--- src/rtl/core_pkg.sv ---
// Shared core definitions used by the memory-stage controller.
// Holds the access FSM encoding and the default watchdog limit.
package core_pkg;

    typedef enum logic [2:0] {
        IDLE,
        REQ,
        WAIT,
        DONE,
        ERR
    } mem_state_t;

    localparam int MEM_TIMEOUT = 255;

endpackage

--- src/rtl/mem_timeout_cnt.sv ---
// Clear/enable cycle counter with a terminal-count flag.
// Shared by the load/store path and the instruction-fetch path.
module mem_timeout_cnt #(
    parameter int LIMIT = 255
) (
    input  logic clk,
    input  logic reset,
    input  logic clear,
    input  logic en,
    output logic tc
);

    localparam int W = $clog2(LIMIT);

    logic [W-1:0] cnt;

    assign tc = (cnt == W'(LIMIT - 1));

    // Count enabled cycles; park at the terminal value until cleared
    always_ff @(posedge clk or posedge reset) begin
        if (reset) begin
            cnt <= '0;
        end else if (clear) begin
            cnt <= '0;
        end else if (en && !tc) begin
            cnt <= cnt + 1'b1;
        end
    end

endmodule

--- src/rtl/mem_stall_ctrl.sv ---
// Memory-stage access controller: issues M-stage loads/stores,
// stalls the front of the pipe and hands load data to W.
module mem_stall_ctrl
    import core_pkg::*;
#(
    parameter int AW      = 32,
    parameter int DW      = 32,
    parameter int TIMEOUT = MEM_TIMEOUT,
    parameter int CW      = 16
) (
    input  logic          clk,
    input  logic          reset,
    input  logic          MemReqM,
    input  logic          MemWriteM,
    input  logic [AW-1:0] ALUResultM,
    input  logic [DW-1:0] WriteDataM,
    output logic          mem_req_valid,
    input  logic          mem_req_ready,
    output logic          mem_we,
    output logic [AW-1:0] mem_addr,
    output logic [DW-1:0] mem_wdata,
    input  logic          mem_rsp_valid,
    input  logic [DW-1:0] mem_rdata,
    output logic          StallM,
    output logic          EnMW,
    output logic          FlushW,
    output logic [DW-1:0] ReadDataW,
    output logic          MemErr,
    output logic [CW-1:0] StallCount
);

    mem_state_t    state;
    mem_state_t    state_next;

    logic          issue;
    logic          take_rsp;
    logic          abort;
    logic          tc;
    logic          cnt_en;
    logic          cnt_clr;

    logic          req_we;
    logic [AW-1:0] req_addr;
    logic [DW-1:0] req_wdata;
    logic [DW-1:0] rdata_buf;

    // Holding reset keeps a pending M access from leaking onto the bus
    assign issue   = (state == IDLE) && MemReqM && !reset;
    assign cnt_en  = (state == REQ) || (state == WAIT);
    assign cnt_clr = (state == IDLE);

    mem_timeout_cnt #(
        .LIMIT(TIMEOUT)
    ) u_timeout (
        .clk  (clk),
        .reset(reset),
        .clear(cnt_clr),
        .en   (cnt_en),
        .tc   (tc)
    );

    // Access state register
    always_ff @(posedge clk or posedge reset) begin
        if (reset) begin
            state <= IDLE;
        end else begin
            state <= state_next;
        end
    end

    // Next state, request channel and pipeline control
    always_comb begin
        state_next    = state;
        mem_req_valid = 1'b0;
        mem_we        = 1'b0;
        mem_addr      = '0;
        mem_wdata     = '0;
        StallM        = 1'b0;
        EnMW          = 1'b1;
        FlushW        = 1'b0;
        take_rsp      = 1'b0;
        abort         = 1'b0;
        unique case (state)
            IDLE: begin
                if (issue) begin
                    mem_req_valid = 1'b1;
                    mem_we        = MemWriteM;
                    mem_addr      = ALUResultM;
                    mem_wdata     = WriteDataM;
                    StallM        = 1'b1;
                    EnMW          = 1'b0;
                    FlushW        = 1'b1;
                    state_next    = mem_req_ready ? WAIT : REQ;
                end
            end
            REQ: begin
                mem_req_valid = 1'b1;
                mem_we        = req_we;
                mem_addr      = req_addr;
                mem_wdata     = req_wdata;
                StallM        = 1'b1;
                EnMW          = 1'b0;
                FlushW        = 1'b1;
                if (tc) begin
                    abort      = 1'b1;
                    state_next = ERR;
                end else if (mem_req_ready) begin
                    state_next = WAIT;
                end
            end
            WAIT: begin
                StallM = 1'b1;
                EnMW   = 1'b0;
                FlushW = 1'b1;
                if (mem_rsp_valid) begin
                    take_rsp   = 1'b1;
                    state_next = DONE;
                end else if (tc) begin
                    abort      = 1'b1;
                    state_next = ERR;
                end
            end
            DONE: begin
                state_next = IDLE;
            end
            ERR: begin
                state_next = IDLE;
            end
            default: begin
                state_next = IDLE;
            end
        endcase
    end

    // Snapshot the request so the payload stays put under backpressure
    always_ff @(posedge clk or posedge reset) begin
        if (reset) begin
            req_we    <= 1'b0;
            req_addr  <= '0;
            req_wdata <= '0;
        end else if (issue) begin
            req_we    <= MemWriteM;
            req_addr  <= ALUResultM;
            req_wdata <= WriteDataM;
        end
    end

    // Response buffer: load data on ack, zero on abort
    always_ff @(posedge clk or posedge reset) begin
        if (reset) begin
            rdata_buf <= '0;
        end else if (abort) begin
            rdata_buf <= '0;
        end else if (take_rsp && !req_we) begin
            rdata_buf <= mem_rdata;
        end
    end

    // W-stage load data advances with the M/W register
    always_ff @(posedge clk or posedge reset) begin
        if (reset) begin
            ReadDataW <= '0;
        end else if (EnMW) begin
            ReadDataW <= rdata_buf;
        end
    end

    // Sticky watchdog error flag
    always_ff @(posedge clk or posedge reset) begin
        if (reset) begin
            MemErr <= 1'b0;
        end else if (abort) begin
            MemErr <= 1'b1;
        end
    end

    // Saturating stall-cycle counter
    always_ff @(posedge clk or posedge reset) begin
        if (reset) begin
            StallCount <= '0;
        end else if (StallM && !(&StallCount)) begin
            StallCount <= StallCount + 1'b1;
        end
    end

endmodule

--- config.mk ---
export PLATFORM = sky130hd
export DESIGN_NAME = mem_stall_ctrl
export DESIGN_NICKNAME = d
export VERILOG_FILES = /design/src/rtl/core_pkg.sv /design/src/rtl/mem_timeout_cnt.sv /design/src/rtl/mem_stall_ctrl.sv
export SDC_FILE = /design/constraint.sdc
export NUM_CORES = 1
export LEC_CHECK = 0
export BUFFER_PORTS_ARGS = -buffer_cell sky130_fd_sc_hd__buf_2
export CAP_MARGIN = 20
export CORE_MARGIN = 4
export CORE_UTILIZATION = 55
export CTS_CLUSTER_SIZE = 30
export DETAILED_ROUTE_END_ITERATION = 10
export PLACE_DENSITY_LB_ADDON = 0.2
export SETUP_SLACK_MARGIN = 0.1
export SLEW_MARGIN = 10
export SYNTH_ARGS = -nofsm -noshare
export SYNTH_HDL_FRONTEND = slang
export SYNTH_SLANG_ARGS = --single-unit
--- constraint.sdc ---
create_clock -name clk -period 9.5 [get_ports clk]
set_clock_uncertainty 0.05 [all_clocks]
set_input_delay 1.9 -clock clk [delete_from_list [all_inputs] [get_ports clk]]
set_output_delay 1.9 -clock clk [all_outputs]
set_load 0.01 [all_outputs]
* Yosys cells after proc, flatten, opt, wreduce, memory -nomap -nowiden *
Cells that the tools add are included.

operators by class
  add/sub/neg operators = 2
  equality and inequality tests = 6
  muxes and demuxes = 27
  reductions and logical operators = 16

operators with widths
  operator                 count
  $mux W32                 4
  $pmux W32 S2             2
  $add A16 B1 Y16 const B  1
  $mux W8                  2
  $reduce_and A16 Y1       1
  $mux W3                  5
  $pmux W1 S2              5
  $pmux W3 S3              1
  $add A8 B1 Y8 const B    1
  $eq A8 B8 Y1 const B     1
  $mux W1                  7
  $ne A3 B2 Y1 const B     2
  $logic_and A1 B1 Y1      5
  $logic_not A1 Y1         4
  $reduce_bool A2 Y1       2
  $eq A3 B1 Y1 const B     1
  $eq A3 B2 Y1 const B     1
  $logic_not A3 Y1         1
  $reduce_and A3 Y1        1
  $mux W2                  1
  $ne A2 B2 Y1 const B     1
  $reduce_or A2 Y1         1
  $logic_or A1 B1 Y1       1

storage, ports and cells
  flip-flop bits (word level) = 157
  input port bits = 102

* Longest topological paths before layout *
  depth after elaboration = 6
  gate-level depth with buffers = 9
  mapped depth without buffers = 7

* Modules after synthesis *
From an unflattened synthesis, not the netlist that was laid out.

second synthesis, totals
  cell total of the unflattened synthesis = 646
  area, all modules = 7040.5 sq um

by module, submodules not included
  module           times used  seq. area each (sq um)  area an instance (sq um)  cells an instance
  mem_stall_ctrl   1           3728.6                  6551.3                    594
  mem_timeout_cnt  1           200.2                   489.2                     52

* Worst setup path after synthesis *
No wires, ideal clock.

  path type = input to output
  start point = input port MemReqM
  end point = output port mem_req_valid
  cell stages on the path = 7
  data required time = 7.550 ns
  path buffers = 3
  data arrival time = 2.830 ns
  path slack = 4.720 ns
  path through = nor2b_1 and2_1 buf_4 buf_8 buf_6 nor2_1 nor3_1

on the way
  word-level cells in the longest chain between the ends = 4

RTL lines
  element                            line                  source
  start, declared                    mem_stall_ctrl.sv:13  input logic MemReqM,
  $logic_and A1 B1 Y1 (2 in series)  mem_stall_ctrl.sv:48  assign issue = (state == IDLE) && MemReqM && !reset;
  $mux W1                            mem_stall_ctrl.sv:85  if (issue) begin
  $pmux W1 S2                        mem_stall_ctrl.sv:83  unique case (state)
  end, declared                      mem_stall_ctrl.sv:17  output logic mem_req_valid,

Every way passes these cells.

* Worst setup path after layout *
  start point = input port reset
  end point = output port mem_addr[6]

on the way
  word-level cells in the longest chain between the ends = 4

RTL lines
  element                            line                  source
  start, declared                    mem_stall_ctrl.sv:12  input logic reset,
  $logic_not A1 Y1 (no source line)  --
  $logic_and A1 B1 Y1                mem_stall_ctrl.sv:48
  $mux W32                           mem_stall_ctrl.sv:85
  $pmux W32 S2                       mem_stall_ctrl.sv:83
  end, declared                      mem_stall_ctrl.sv:20  output logic [AW-1:0] mem_addr,

Every way passes these cells.

==> results.md <==
* Yosys cell types at 43
* Final setup viols at 0
* Vias in the first global route at 5413
* Number of setup buffers added after CTS at 0
* PortBufs at 219
* Deepest clock path buffer count at 2
* Io pins at 220
* Met1 Track Usage GR at 28.73%
* Synth warn at 0
* FF-to-FF Start: state[2]
* Layout Nets at 949
* Placed cell area at 8152 sq um
* Fin crit period at 5.911 ns
* Most Crowded Layer GR: met2
* Worst Hold Path Cells at 2
* R2R Setup Slk at 6.64 ns
* Non-Filler Cell Area, Final at 8852 sq um
* Fill count at 968
* VDD IR-drop max at 0.1586 mV
* Power per cell area at 326.5 nW/um^2
* Fraction of layout instances using a drive strength above 1 at 38.20%
* Register Area at 3929 sq um
* Final Slew Violations at 0
* Pleak at 4.529 nW
* Hold path startpoint: ReadDataW[26]
* Hold-fix buffers, CTS at 0
* DR WL/cell at 15.94 microns
* Global-route wire length before repair at 26.49 mm
* Largest net degree at the start of global routing at 106
* Worst Path Required at 7.55 ns
* Inserted Diodes at 0
* Global Route met3 Usage at 7.040%
* Die Ht at 121.4 microns
* WP data arrival at 3.96 ns
* Clock-pin slew on the worst setup and hold paths at 0.06 ns
* Full die area at 14740 sq um
* F_max at 169.2 MHz
* Net Count, Synth at 748
* M2 GR Usage at 36.51%
* DP Wirelength at 11.39 mm
* Total track usage at 22.59%
* # clock sinks at 157
* RSZ-0062 raised after global routing: false
* Syn Inst Count at 643
* Worst-skew pair later-pin latency at 0.41 ns
* Core Area at 12620 sq um
* HP Class: register to register
* CP Max Fanout at 105
* CTS tree: built
* Multi-input gate area at 2831 sq um
* RR Endpoint: req_addr[1]
* Final period utilization at 62.22%
* CTS Buf Count at 17
* DR iter-0 viols at 282
* Total congestion overflow at 0
* Cell Area, Synth at 7072 sq um
* Routed Antenna Nets at 0
* Resized cells post-CTS at 0
* Num rows at 41
* Worst-Margin Slew at 1.101 ns
* Seq cells post-synth at 157
* TritonRoute pass-1 iters at 4
* Crit. End Element: output port
* Drt via density at 5.327
* Vias at 5476
* R2R cell count at 4
* H-tree levels at 4
* Pre-CTS WS at 3.621 ns
* Starting density of the core at 56.04%
* Die X at 121.4 microns
* Routability cong. at 0.8326
* Total power at 0.002890 W
* Endpoint, Worst Hold: ReadDataW[26]
* Root Driver: clkbuf_16
* Initial antenna violation count at 1
* Routed WL at 16.39 mm
* Maxcap violations at 0
* Seq/Total Area, Yosys at 55.56%
* Sum Neg Setup Slack at 0 ns
* Slew HR at 26.58%
* Syn_area_per_cell at 11.00 sq um
* Crit path launch type: input port
* Worst Slack Setup Final at 3.589 ns
* Status: completed
* Final routed DRC violation total at 0
* Critical path class: input port to output port
* Hold Vio Cnt, Final at 0
* Area Growth Syn to Fin at 25.18%
[worst max-delay path: stages]
cell	delay, ns
buf_2	0.13
nor2b_1	0.17
and2_4	0.37
buf_4	0.84
a22o_1	0.29
buf_2	0.13
[power breakdown]
part           switching [W]  internal [W]  leakage (nW)  total, W
clock               0.000249      0.000502         0.332  0.000751
combinational       0.000554      0.000455          2.24   0.00101
sequential          0.000176      0.000954          1.95   0.00113
total               0.000978       0.00191          4.53   0.00289
[sequential cells by signal, summed over array words and instances (netlist names)]
name and flops:
MemErr 1, ReadDataW 32, StallCount 16, rdata_buf 32
req_addr 32, req_wdata 32, req_we 1, state 3
u_timeout.cnt 8
[synthesized netlist by cell type (all sizes together)]
| cell | instances | area (sq um) |
|---|---|---|
| nor4b | 1 | 23.77 |
| nand3 | 11 | 60.06 |
| o22a | 1 | 8.760 |
| nand2 | 169 | 634.4 |
| a31oi | 1 | 6.260 |
| dfrtp | 157 | 3929 |
| nor2 | 15 | 61.31 |
| mux2 | 67 | 758.2 |
| o31a | 1 | 8.760 |
| a22o | 65 | 569.3 |
| and4 | 1 | 8.760 |
| a21o | 1 | 7.510 |
| o21ai | 3 | 15.01 |
| buf | 35 | 257.7 |
| o211a | 1 | 10.01 |
| or2 | 4 | 27.53 |
| and2 | 2 | 12.51 |
| nor2b | 2 | 12.51 |
| o211ai | 1 | 7.510 |
| and3 | 3 | 18.77 |
| ha | 3 | 37.54 |
| inv | 8 | 30.03 |
| o21a | 1 | 7.510 |
| clkbuf | 9 | 33.78 |
| nor3 | 15 | 108.9 |
| o2111ai | 1 | 8.760 |
| a21oi | 38 | 193.9 |
| xnor2 | 8 | 70.07 |
| xor2 | 10 | 87.58 |
| nand4 | 9 | 56.30 |
[area by class of cell]
| type | count | share of cell area, % |
|---|---|---|
| clock buffer | 27 | 6.247 |
| sequential | 157 | 44.38 |
| tap | 172 | 2.431 |
| timing repair buffer | 226 | 13.20 |
| multi-input combinational | 434 | 31.99 |
| inverter | 8 | 0.3958 |
| clock inverter | 4 | 1.357 |
[cell families (layout without fill, tap and decap cells)]
kind of cell    after synthesis  in the layout  synth area share (%)
simple gates                232            232                 14.49
flops                       157            157                 55.56
compound gates              114            114                 11.93
mux                          67             67                 10.72
buf+inv                      52            265                 4.547
xor+xnor                     18             18                 2.229
fa+ha+maj                     3              3                0.5308
[how the worst max path moves through the flow]
stage | slack (ns) | cells past startpoint | end | startpoint
after floorplan | 3.32 | 1 | MemErr | reset
after detailed placement | 3.62 | 6 | mem_addr[6] | reset
after global routing | 3.43 | 6 | mem_addr[25] | reset
after global placement | 3.67 | 6 | mem_addr[25] | reset
final | 3.59 | 6 | mem_addr[6] | reset
after CTS | 3.61 | 6 | mem_wdata[26] | reset
[metrics by stage]
stage          utilization (%)  hold WS, ns  instances
2_1_floorplan                -       0.3950        643
3_3_place_gp             64.59       0.3964        996
3_5_place_dp             64.59       0.4000        996
4_1_cts                  69.93       0.4130       1027
5_1_grt                  70.15       0.4333       1028
6_report                 70.15       0.4091       1028
[layout by cell type, fill, tap and decap left out, drive strengths merged]
cell type  netlist  final
dfrtp          157    157
nor2            15     15
clkbuf           9     27
xnor2            8      8
o2111ai          1      1
bufinv           0      4
nor2b            2      2
mux2            67     67
nand4            9      9
a21o             1      1
and4             1      1
nand3           11     11
nor4b            1      1
a31oi            1      1
o21ai            3      3
buf             35    226
xor2            10     10
a22o            65     65
o211a            1      1
and2             2      2
and3             3      3
a21oi           38     38
nand2          169    169
o21a             1      1
o211ai           1      1
nor3            15     15
o22a             1      1
or2              4      4
inv              8      8
o31a             1      1
ha               3      3
[per-layer routing]
metal	wire length, microns	vias to the layer above
li1	-	2628
met1	6839	2629
met2	7920	186
met3	1312	31
met4	303	2
met5	13	-
Note: power is estimated with default switching activity, not from simulation.
